## config.mk

```make
export PLATFORM = sky130hd
export DESIGN_NAME = sr_latch_bist_flat
export DESIGN_NICKNAME = d
export VERILOG_FILES = /design/src/rtl/sr_bist_pkg.sv /design/src/rtl/sr_latch_bist_if.sv /design/src/rtl/sr_latch_bist_sync2.sv /design/src/rtl/sr_latch_bist.sv /design/src/flat_wrapper.sv
export SDC_FILE = /design/constraint.sdc
export NUM_CORES = 1
export LEC_CHECK = 0
export CAP_MARGIN = 20
export CELL_PAD_IN_SITES_DETAIL_PLACEMENT = 0
export CELL_PAD_IN_SITES_GLOBAL_PLACEMENT = 1
export CORE_AREA = 2 2 62 64
export DETAILED_ROUTE_END_ITERATION = 7
export DIE_AREA = 0 0 64 66
export PLACE_DENSITY = 0.64
export SLEW_MARGIN = 10
export SYNTH_ARGS = -nofsm -noshare
export SYNTH_HDL_FRONTEND = slang
export SYNTH_SLANG_ARGS = --single-unit
```

## constraint.sdc

```tcl
create_clock -name clk -period 2.21 [get_ports clk]
set_input_delay 0.3315 -clock clk [delete_from_list [all_inputs] [get_ports clk]]
set_output_delay 0.3315 -clock clk [all_outputs]
set_load 0.005 [all_outputs]
```

## src/rtl/sr_bist_pkg.sv

```systemverilog
// rtl/sr_bist_pkg.sv - shared types, constants and step table for the SR latch BIST
package sr_bist_pkg;

   typedef enum logic [2:0] {
      IDLE,
      DRIVE,
      SETTLE,
      CHECK,
      FINISH
   } state_t;

   typedef struct packed {
      logic e;
      logic s;
      logic r;
      logic exp_q;
   } step_t;

   localparam int SETTLE_MIN = 3;
   localparam logic [2:0] LAST_STEP = 3'd7;

   // S and R are never both high in any entry.
   function automatic step_t step_at(input logic [2:0] idx);
      step_t v;
      case (idx)
         3'd0:    v = 4'b1101;
         3'd1:    v = 4'b1001;
         3'd2:    v = 4'b0011;
         3'd3:    v = 4'b1010;
         3'd4:    v = 4'b0100;
         3'd5:    v = 4'b1101;
         3'd6:    v = 4'b0001;
         default: v = 4'b1010;
      endcase
      return v;
   endfunction

endpackage

```

## src/rtl/sr_latch_bist_if.sv

```systemverilog
// rtl/sr_latch_bist_if.sv - drive/sense connection between the BIST and the gated SR latch
interface sr_latch_bist_if;
   logic s_out;
   logic r_out;
   logic e_out;
   logic q_in;
   logic q_bar_in;

   modport master (
      output s_out,
      output r_out,
      output e_out,
      input  q_in,
      input  q_bar_in
   );

   modport slave (
      input  s_out,
      input  r_out,
      input  e_out,
      output q_in,
      output q_bar_in
   );
endinterface

```

## src/rtl/sr_latch_bist_sync2.sv

```systemverilog
// rtl/sr_latch_bist_sync2.sv - generic 1-bit two-flop synchronizer
module sync2 (
   input  logic clk,
   input  logic rst_n,
   input  logic d,
   output logic q
);
   logic meta_q, meta_d;
   logic sync_q, sync_d;

   always_comb begin
      meta_d = d;
      sync_d = meta_q;
   end

   always_ff @(posedge clk or negedge rst_n) begin
      if (!rst_n) begin
         meta_q <= 1'b0;
         sync_q <= 1'b0;
      end else begin
         meta_q <= meta_d;
         sync_q <= sync_d;
      end
   end

   assign q = sync_q;
endmodule

```

## src/rtl/sr_latch_bist.sv

```systemverilog
// rtl/sr_latch_bist.sv - BIST controller applying the eight-step sequence to a gated SR latch
module sr_latch_bist
   import sr_bist_pkg::*;
#(
   parameter int SETTLE_CYCLES = 3
) (
   input  logic            clk,
   input  logic            rst_n,
   input  logic            start,
   sr_latch_bist_if.master lat,
   output logic            busy,
   output logic            done,
   output logic            pass,
   output logic [2:0]      fail_step
);
   // Values below the synchronizer depth cannot observe the response, so clamp.
   localparam int SETTLE_EFF = (SETTLE_CYCLES < SETTLE_MIN) ? SETTLE_MIN : SETTLE_CYCLES;
   localparam int CW = $clog2(SETTLE_EFF);
   localparam logic [CW-1:0] CNT_LAST = CW'(SETTLE_EFF - 1);

   state_t          state_q, state_d;
   logic [2:0]      step_q, step_d;
   logic [CW-1:0]   cnt_q, cnt_d;
   logic            s_q, s_d, r_q, r_d, e_q, e_d;
   logic            busy_q, busy_d, done_q, done_d, pass_q, pass_d;
   logic [2:0]      fail_q, fail_d;
   logic            q_sync, qb_sync;
   step_t           cur;

   sync2 u_sync_q  (.clk(clk), .rst_n(rst_n), .d(lat.q_in),     .q(q_sync));
   sync2 u_sync_qb (.clk(clk), .rst_n(rst_n), .d(lat.q_bar_in), .q(qb_sync));

   always_comb begin
      state_d = state_q;
      step_d  = step_q;
      cnt_d   = cnt_q;
      s_d     = s_q;
      r_d     = r_q;
      e_d     = e_q;
      done_d  = 1'b0;
      pass_d  = pass_q;
      fail_d  = fail_q;
      cur     = step_at(step_q);
      case (state_q)
         IDLE: begin
            s_d = 1'b0;
            r_d = 1'b0;
            e_d = 1'b0;
            if (start) begin
               state_d = DRIVE;
               step_d  = 3'd0;
               pass_d  = 1'b0;
               fail_d  = 3'd0;
            end
         end
         DRIVE: begin
            e_d     = cur.e;
            s_d     = cur.s;
            r_d     = cur.r;
            cnt_d   = '0;
            state_d = SETTLE;
         end
         SETTLE: begin
            cnt_d = cnt_q + 1'b1;
            if (cnt_q == CNT_LAST) state_d = CHECK;
         end
         CHECK: begin
            // Q == Q_bar is illegal regardless of the expected value.
            if (q_sync != cur.exp_q || q_sync == qb_sync) begin
               state_d = FINISH;
               pass_d  = 1'b0;
               fail_d  = step_q;
            end else if (step_q == LAST_STEP) begin
               state_d = FINISH;
               pass_d  = 1'b1;
               fail_d  = 3'd0;
            end else begin
               step_d  = step_q + 3'd1;
               state_d = DRIVE;
            end
         end
         FINISH: begin
            done_d  = 1'b1;
            s_d     = 1'b0;
            r_d     = 1'b0;
            e_d     = 1'b0;
            state_d = IDLE;
         end
         default: state_d = IDLE;
      endcase
      busy_d = (state_d == DRIVE) || (state_d == SETTLE) || (state_d == CHECK);
   end

   always_ff @(posedge clk or negedge rst_n) begin
      if (!rst_n) begin
         state_q <= IDLE;
         step_q  <= 3'd0;
         cnt_q   <= '0;
         s_q     <= 1'b0;
         r_q     <= 1'b0;
         e_q     <= 1'b0;
         busy_q  <= 1'b0;
         done_q  <= 1'b0;
         pass_q  <= 1'b0;
         fail_q  <= 3'd0;
      end else begin
         state_q <= state_d;
         step_q  <= step_d;
         cnt_q   <= cnt_d;
         s_q     <= s_d;
         r_q     <= r_d;
         e_q     <= e_d;
         busy_q  <= busy_d;
         done_q  <= done_d;
         pass_q  <= pass_d;
         fail_q  <= fail_d;
      end
   end

   assign lat.s_out = s_q;
   assign lat.r_out = r_q;
   assign lat.e_out = e_q;
   assign busy      = busy_q;
   assign done      = done_q;
   assign pass      = pass_q;
   assign fail_step = fail_q;
endmodule

```

## src/flat_wrapper.sv

```systemverilog
// flat-port wrapper written by rule: the top's interface ports become plain ports
module sr_latch_bist_flat import sr_bist_pkg::*;
#(
   parameter int SETTLE_CYCLES = 3
)
  (clk, rst_n, start, busy, done, pass, fail_step, lat_s_out, lat_r_out, lat_e_out, lat_q_in, lat_q_bar_in);
  sr_latch_bist_if lat_i ();
  input  logic clk;
  input  logic rst_n;
  input  logic start;
  output logic busy;
  output logic done;
  output logic pass;
  output logic [2:0] fail_step;
  output wire logic [$bits(lat_i.s_out)-1:0] lat_s_out;
  output wire logic [$bits(lat_i.r_out)-1:0] lat_r_out;
  output wire logic [$bits(lat_i.e_out)-1:0] lat_e_out;
  input wire logic [$bits(lat_i.q_in)-1:0] lat_q_in;
  input wire logic [$bits(lat_i.q_bar_in)-1:0] lat_q_bar_in;
  assign lat_s_out = lat_i.s_out;
  assign lat_r_out = lat_i.r_out;
  assign lat_e_out = lat_i.e_out;
  assign lat_i.q_in = lat_q_in;
  assign lat_i.q_bar_in = lat_q_bar_in;
  sr_latch_bist #(.SETTLE_CYCLES(SETTLE_CYCLES)) u_core (.clk(clk), .rst_n(rst_n), .start(start), .lat(lat_i), .busy(busy), .done(done), .pass(pass), .fail_step(fail_step));
endmodule
```

==> results of run 1 <==
[routing by layer]
| metal | track usage | wire, um | vias up | share of wire |
|---|---|---|---|---|
| met3 | 0.0256 | 45 | 6 | 0.023 |
| met4 | 0.0652 | 37 | 0 | 0.019 |
| met2 | 0.186 | 984 | 15 | 0.51 |
| met5 | 0 | 0 | - | 0 |
| li1 | - | - | 361 | - |
| met1 | 0.127 | 852 | 362 | 0.44 |
[report_power, final]
part           internal [mW]  switching (mW)  leakage [nW]
Clock                 0.0677           0.125        0.0177
Combinational          0.352           0.335         0.271
Sequential             0.492           0.127         0.271
Total                  0.912           0.587         0.560
[cell usage in the layout, fill, tap and decap left out]
master            n
a22o_2            4
nor3b_1           1
clkinv_2          1
xnor2_1           1
a22o_1            3
o21ai_0           2
a21o_2            1
ha_1              6
or2b_1            2
a21o_1            2
inv_1             8
o41ai_1           1
dfrtp_2           1
a211oi_2          2
or3b_1            1
nand3b_1          1
or2_1             1
nand2b_4          1
nor2_2            1
dfrtp_1          20
or3_1             1
a211oi_1          1
nor2_1            7
clkbuf_4          3
o31ai_1           1
a21oi_1           5
nor3_1            3
mux2i_1           3
nor4b_1           1
mux2i_2           1
nand2_1           5
o22ai_1           2
buf_4             4
clkdlybuf4s50_1  13
[metrics by stage]
stage	instance area (um2)	hold slack [ns]	util
4_1_cts	1260	0.354	0.354
2_1_floorplan	1020	0.0359	-
3_5_place_dp	1230	0.336	0.346
5_1_grt	1260	0.368	0.354
3_3_place_gp	1230	0.332	0.346
6_report	1260	0.345	0.354
[area by class of cell]
class	count	area share
Inverter	8	0.0239
Tap cell	48	0.0477
Multi-Input combinational cell	60	0.361
Timing Repair Buffer	17	0.127
Clock buffer	3	0.0179
Clock inverter	1	0.00398
Sequential cell	21	0.418
[kinds of logic (layout without fill, tap and decap cells)]
kind of cell,Yosys count,after routing,share of synthesized area
multiplexers,4,4,0.0428
adder cells (fa/ha/maj),6,6,0.0733
AO/OA/AOI/OAI,24,24,0.182
flip-flops,21,21,0.513
AND/OR/NAND/NOR,25,25,0.137
XOR/XNOR,1,1,0.00856
buffers and inverters,11,29,0.0428
[worst max-delay path: stages, from the launching register on]
cell and delay, ns:
dfrtp_2 0.47, ha_1 0.22, ha_1 0.22, or3b_1 0.40
a211oi_2 0.24, a211oi_2 0.09, nor2_2 0.19, a22o_2 0.18
[synth_stat cells, drive strengths merged (2+ instances only)]
master and number:
mux2i 4, a21o 3, nor3 3, buf 2, or2b 2, ha 6
o22ai 2, a21oi 5, a22o 7, nand2 5, o21ai 2, inv 8
a211oi 3, dfrtp 21, nor2 8
[flip-flops by register name, summed over array words and instances, names as in the netlist, 2 cells and up]
| signal | flops |
|---|---|
| u_core.step_q | 3 |
| u_core.cnt_q | 2 |
| u_core.state_q | 3 |
| u_core.fail_step | 3 |
[timing repair]
item,in CTS,in global routing
hold buffers,0,0
endpoints found under the setup margin,0,4
resized for setup,0,1
[final timing paths]
| path | startpoint | end | slack, ns | cells after the start |
|---|---|---|---|---|
| worst max-delay path | u_core.step_q[0] | u_core.fail_step[1] | 0.15 | 7 |
| worst min-delay path | rst_n | u_core.u_sync_qb.meta_q | 0.35 | 2 |
| worst max register to register | u_core.step_q[0] | u_core.fail_step[1] | 0.15 | 7 |
| worst min register to register | u_core.u_sync_qb.meta_q | u_core.u_sync_qb.q | 0.36 | 0 |
| max in group asynchronous | rst_n | u_core.step_q[0] | 1.64 | 2 |
| min in group clk | u_core.u_sync_qb.meta_q | u_core.u_sync_qb.q | 0.36 | 0 |
==> reports/qor.yml, run 1 <==
status: "finished clean"
syn_nets: 103
first_global_vias: 760
cp.required_ns: 2.47
synth_edf_count: 0
tns_ns: 0
drv_cap: 0
grt_max_degree: 22
finalMaxSlewViolations: 0
clk_pin_slew_worst_paths_ns: 0.12
arrival_ns: 2.32
area_growth_pct: 23.0
ant_nets: 0
die_w_um: 64
tritoncts: "built"
coreArea_um2: 3550
worstSetupPathType: "reg -> reg"
drive_above_1_share: 0.173
synth_top_area_share: 0.513
nets: 122
h-tree-depth: 1
fp.dieH_um: 66
cp_max_fo: 5
vias: 744
synth.area.top_cells: "dfrtp_1 (51%), ha_1 (7.3%), a22o_2 (3.9%)"
relSlewSlack: 0.721
worstHoldPathType: "in -> async"
diodes: 0
cp-start-kind: "flip-flop"
start_util: 0.288
max-vdd-ir-drop_mv: 0.332
grt_pass1_wl_mm: 3.51
cts_inserted_buffers: 3
gr-total-overflow: 0
synth_top_flop_cell: "dfrtp_1"
setup-violations-final: 0
ios: 14
dp.cells: 154
clk_path_buf_depth: 2
ys_seq_area_frac: 0.513
hpwlAfterDp_mm: 1.41
viasPerCell: 4.71
hold_viol_final: 0
port_buffers: 13
fin_cells: 158
synth_top_area_cell: "dfrtp_1"
multiInputGateArea_um2: 454
synth_area_um2: 1020
root_buffer: "clkbuf_4"
drt_wl_total_mm: 1.92
rows: 22
clock-sinks: 21
place_congestion: 0.709
drc_errors: 0
power_mw: 1.50
post-route-min-period_ns: 2.06
drt_iter0_markers: 30
post_synth_num_cell_types: 31
synthArstFlopShare: 1.00
synthCells: 92
tightest_slew_ns: 0.419
antenna_found_initial: 0
fin_crit_sh: 0.931
globalRouteTotalUtil: 0.110
postCtsSetupBuffers: 0
worst_slack_ns: 0.154
drt_pass1_iterations: 4
place_ws_ns: 0.131
power.density_nw_per_um2: 1190
p_leak_nw: 0.560
dieArea_um2: 4220
seqCellArea_um2: 527
fmax_mhz: 486
fin_skew_ns: 0.00307
rsz0062_at_grt: "no"
synth.avg_cell_area_um2: 11.1
end_kind: "flip-flop"
fillers: 368
clkLatencyLatePin_ns: 0.31
ys_ff_latch: 21
yosys_warnings: 0
wire_per_inst_um: 12.2
No activity file was read; power rests on OpenSTA's default activity.
==> run 2, diff against run 1 <==
--- a/config.mk
+++ b/config.mk
@@ -5,13 +5,15 @@
 export SDC_FILE = /design/constraint.sdc
 export NUM_CORES = 1
 export LEC_CHECK = 0
+export ABC_AREA = 1
 export CAP_MARGIN = 20
 export CELL_PAD_IN_SITES_DETAIL_PLACEMENT = 0
 export CELL_PAD_IN_SITES_GLOBAL_PLACEMENT = 1
-export CORE_AREA = 2 2 62 64
+export CORE_AREA = 2 2 60 62
 export DETAILED_ROUTE_END_ITERATION = 7
-export DIE_AREA = 0 0 64 66
-export PLACE_DENSITY = 0.64
+export DIE_AREA = 0 0 62 64
+export HOLD_SLACK_MARGIN = 0.1
+export PLACE_DENSITY = 0.66
 export SLEW_MARGIN = 10
 export SYNTH_ARGS = -nofsm -noshare
 export SYNTH_HDL_FRONTEND = slang
==> run 2 against run 1 <==
  * First-iteration DRC count increased by 20%
  * Maximum frequency grew 28%
  * Synthesized cell count up 13%
  * Wire length shrank 10%
  * Critical path type unchanged
  * Highest routed layer unchanged
==> reports/qor.yml, run 2 <==
slowest_delay_ns: 0.45
seqCellArea_um2: 526
synth_top_area_cell: "dfrtp_1"
clk_path_buf_depth: 2
area_growth_pct: 23.1
synthSimpleGateAreaFrac: 0.275
postCtsHoldBufs: 0
synth_edf_count: 0
ios: 14
post-route-min-period_ns: 1.61
multiInputGateArea_um2: 375
synth_compound_gate_area_share: 0.0392
hpwlAfterDp_mm: 1.29
fin_skew_ns: 0.00134
dr_wl_met3_um: 81
postCtsResizedCells: 0
ant_nets: 0
fp.dieH_um: 64
tightest_slew_ns: 0.327
cts_inserted_buffers: 3
drive_above_1_share: 0.139
fmax_mhz: 621
startpoint: "u_core.step_q[0]"
place_congestion: 0.816
nets: 134
fillers: 347
cp_num_buf_inv: 0
setup-violations-final: 0
dieArea_um2: 3970
hold_viol_final: 0
synth_top_family_by_area: "simple AND/OR/NAND/NOR gates"
synth_area_um2: 957
yosys.area_share.xor_xnor: 0
grt_max_degree: 22
h-tree-depth: 1
rows: 21
status: "finished clean"
tns_ns: 0
synth_most_common_cell: "nand2_1"
crit_family: "simple AND/OR/NAND/NOR gates"
wire_per_inst_um: 10.2
final_common_cell: "nand2_1"
globalRouteTotalUtil: 0.106
synth_mux_area_frac: 0
root_buffer: "clkbuf_4"
relSlewSlack: 0.780
p_leak_nw: 0.601
arrival_ns: 1.87
postCtsSetupBuffers: 0
drt_iter0_markers: 36
grt_pass1_wl_mm: 3.08
ys_ff_latch: 21
synth_top_area_share: 0.549
viasPerCell: 4.20
drt_wl_total_mm: 1.72
routed.top_layer: "met4"
clk_pin_slew_worst_paths_ns: 0.11
worst_hold_slack_ns: 0.354
end_kind: "flip-flop"
synth.avg_cell_area_um2: 9.20
rsz0062_at_grt: "no"
syn_nets: 115
synthArstFlopShare: 1.00
die_w_um: 62
max-vdd-ir-drop_mv: 0.221
cp-start-kind: "flip-flop"
fin_crit_sh: 0.728
antenna_found_initial: 0
ys_seq_area_frac: 0.549
path_cells: "ha_1, ha_1, nor2_1, nand2_2, nand2_2, nand2_1, nand2_1"
coreArea_um2: 3280
gr-total-overflow: 0
dp.cells: 164
layout_common_cells: "nand2_1 (25), dfrtp_1 (21), inv_1 (13), clkdlybuf4s50_1 (13), nand3_1 (12)"
drt_pass1_iterations: 4
synthTopCellsByCount: "nand2_1 (25), dfrtp_1 (21), inv_1 (13)"
tritoncts: "built"
synthCells: 104
post_synth_num_cell_types: 16
clkLatencyLatePin_ns: 0.31
r2r_start: "u_core.step_q[0]"
vias: 705
power.density_nw_per_um2: 1010
route.layer.met1.wl_um: 827
yosys_warnings: 0
cp_max_fo: 5
worstHoldPathType: "in -> async"
synth_adder_area_share: 0.0784
synth_top_flop_cell: "dfrtp_1"
diodes: 0
worstSetupPathType: "reg -> reg"
port_buffers: 13
cpMaxStageDelayCell: "dfrtp_1"
clock-sinks: 21
fin_cells: 168
finalMaxSlewViolations: 0
first_global_vias: 690
drc_errors: 0
drv_cap: 0
synth.area.top_cells: "dfrtp_1 (55%), nand2_1 (9.8%), ha_1 (7.8%)"
cp.required_ns: 2.47
wl_met2_um: 777
start_util: 0.291
run 2: changes by cell type after synthesis, moves of 4 or more:
cell,before,now
inv_1,8,13
a22o_2,4,0
nand3_1,0,12
nand2_1,5,25
nand2_2,0,7
run 2: final timing paths:
kind / end / slack (ns) / depth (start not counted)
max: u_core.fail_step[0] / 0.60 / 7
min: u_core.lat.r_out / 0.35 / 2
max reg2reg: u_core.fail_step[0] / 0.60 / 7
min reg2reg: u_core.u_sync_q.q / 0.36 / 0
max in group asynchronous: u_core.step_q[2] / 1.64 / 2
min in group clk: u_core.u_sync_q.q / 0.36 / 0
run 2: per-layer routing:
metal / vias to the layer above / GRT usage
met3: 3 / 0.0304
met5: - / 0
met1: 322 / 0.138
met2: 15 / 0.160
li1: 365 / -
met4: 0 / 0.0479
run 2: logic make-up (layout without fill, tap and decap cells):
kind of cell | count (synthesis) | count (layout)
buffers and inverters | 15 | 33
adder cells (fa/ha/maj) | 6 | 6
AO/OA/AOI/OAI | 7 | 7
AND/OR/NAND/NOR | 55 | 55
flip-flops | 21 | 21
run 2: worst register-to-register path, delay by kind of cell (launching register included):
family,cells,cell delay [ns]
and+or+nand+nor,5,0.61
adders and majority gates,2,0.51
DFF,1,0.45
run 2: area by class of cell:
type | instances | share of cell area
clock buffers | 4 | 0.0223
inverters | 15 | 0.0478
well taps | 46 | 0.0488
multi-input cells | 68 | 0.318
flip-flops and latches | 21 | 0.446
repair buffers | 14 | 0.117
run 2: through the flow:
stage / worst slack (ns) / utilization / power (mW) / cell area (um2)
2_1_floorplan: 0.808 / - / 0.856 / 957
3_3_place_gp: 0.700 / 0.351 / 1.01 / 1150
3_5_place_dp: 0.629 / 0.351 / 1.01 / 1150
4_1_cts: 0.597 / 0.359 / 1.21 / 1180
5_1_grt: 0.404 / 0.359 / 1.32 / 1180
6_report: 0.600 / 0.359 / 1.19 / 1180
run 2: power breakdown:
group,total (mW),switching (mW),internal [mW]
registers,0.527,0.0560,0.471
logic,0.472,0.271,0.201
clock network,0.191,0.120,0.0707
total,1.19,0.447,0.743
==> run 3, diff against run 2 <==
==> constraint.sdc (replaced) <==
create_clock -name clk -period 1.6 [get_ports clk]
set_input_delay 0.24 -clock clk [delete_from_list [all_inputs] [get_ports clk]]
set_output_delay 0.24 -clock clk [all_outputs]
set_load 0.005 [all_outputs]
==> run 3 against run 2 <==
  * Clock skew rose by 0.0072 ns
  * Register-to-register slack got worse by 0.47 ns
  * Via count rose by 3.4%
  * Largest cell class unchanged
  * Critical path type unchanged
  * Die area unchanged
  * Total power increased by 42%
  * Setup slack got worse by 0.47 ns
  * Clock power grew 41%
  * Utilization increased by 1.1 points
  * Final cell count up 1.2%
==> reports/qor.yml, run 3 (same netlist as run 2, synthesis figures left out) <==
clk_pin_slew_worst_paths_ns: 0.13
die_w_um: 62
ant_nets: 0
globalRouteTotalUtil: 0.106
multiInputGateArea_um2: 393
hpwlAfterDp_mm: 1.32
fp.dieH_um: 64
tritoncts: "built"
arrival_ns: 1.70
drt_wl_total_mm: 1.75
dieArea_um2: 3970
nets: 136
tightest_slew_ns: 0.336
fillers: 345
worstHoldPathType: "in -> async"
diodes: 0
cpMaxStageDelayCell: "dfrtp_1"
cp_num_buf_inv: 1
seqCellArea_um2: 527
area_growth_pct: 26.8
max-vdd-ir-drop_mv: 0.389
worst_hold_slack_ns: 0.245
h-tree-depth: 1
crit_top_cell: "nand2_2"
p_leak_nw: 0.616
rsz0062_at_grt: "no"
setup-violations-final: 0
first_global_vias: 715
cp_max_fo: 5
grt_pass1_wl_mm: 3.07
slowest_delay_ns: 0.44
clock-sinks: 21
crit_family: "simple AND/OR/NAND/NOR gates"
clk_path_buf_depth: 2
ios: 14
drc_errors: 0
place_congestion: 0.767
antenna_found_initial: 0
final_common_cell: "nand2_1"
end_kind: "flip-flop"
vias: 729
fmax_mhz: 680
viasPerCell: 4.29
fin_skew_ns: 0.00853
dp.cells: 165
fin_cells: 170
worstSetupPathType: "reg -> reg"
cp-start-kind: "flip-flop"
relSlewSlack: 0.775
hold_viol_final: 0
cts_inserted_buffers: 3
wire_per_inst_um: 10.3
start_util: 0.291
clkLatencyLatePin_ns: 0.32
root_buffer: "clkbuf_4"
port_buffers: 13
post-route-min-period_ns: 1.47
layout_common_cells: "nand2_1 (25), dfrtp_1 (20), clkdlybuf4s50_1 (13)"
power.density_nw_per_um2: 1390
gr-total-overflow: 0
cp.required_ns: 1.83
finalMaxSlewViolations: 0
drt_pass1_iterations: 4
drv_cap: 0
fin_crit_sh: 0.919
path_cells: "inv_1, ha_1, nand2_2, nand3_2, nand2_1, nand2_2, nand2_4, nand2_2, nand2_2, nand2_1, nand2_1"
coreArea_um2: 3280
drt_iter0_markers: 36
tns_ns: 0
rows: 21
grt_max_degree: 22
status: "finished clean"
drive_above_1_share: 0.202
-- run 3: per-layer routing --
layer  global-route usage  share of wire
met3               0.0304          0.041
met2                0.164           0.47
met5                    0              0
met1                0.130           0.46
met4               0.0559          0.023
-- run 3: area by class of cell --
type,instances,area share
multi-input combinational,68,0.324
clock buffer,3,0.0186
tap,46,0.0474
timing repair buffer,16,0.126
clock inverter,1,0.00412
sequential,21,0.434
inverter,15,0.0464
-- run 3: worst paths after layout --
| check | endpoint | start | cells after the start | slack (ns) |
|---|---|---|---|---|
| worst max-delay path | u_core.pass | u_core.step_q[1] | 11 | 0.13 |
| worst min-delay path | u_core.state_q[2] | rst_n | 2 | 0.25 |
| worst max register to register | u_core.pass | u_core.step_q[1] | 11 | 0.13 |
| worst min register to register | u_core.u_sync_q.q | u_core.u_sync_q.meta_q | 0 | 0.36 |
| max in group asynchronous | u_core.step_q[0] | rst_n | 2 | 1.11 |
| min in group clk | u_core.u_sync_q.meta_q | lat_q_in | 1 | 0.35 |
-- run 3: metrics by stage --
| stage | utilization | area, um2 | power [mW] | setup slack [ns] |
|---|---|---|---|---|
| 3_3_place_gp | 0.353 | 1160 | 1.40 | 0.129 |
| 2_1_floorplan | - | 957 | 1.18 | 0.198 |
| 6_report | 0.370 | 1210 | 1.69 | 0.130 |
| 4_1_cts | 0.362 | 1190 | 1.68 | 0.0750 |
| 3_5_place_dp | 0.353 | 1160 | 1.41 | 0.0881 |
| 5_1_grt | 0.370 | 1210 | 1.85 | 0.00410 |
-- run 3: power by group --
group	switching (mW)	internal [mW]	total [mW]
Combinational	0.392	0.300	0.692
Clock	0.176	0.0937	0.270
Sequential	0.0764	0.652	0.729
-- run 3: timing repair --
| action | CTS | global route |
|---|---|---|
| endpoints found under the setup margin | 0 | 7 |
| hold buffers | 0 | 0 |
| gates resized for setup | 0 | 6 |
| setup buffers | 0 | 1 |
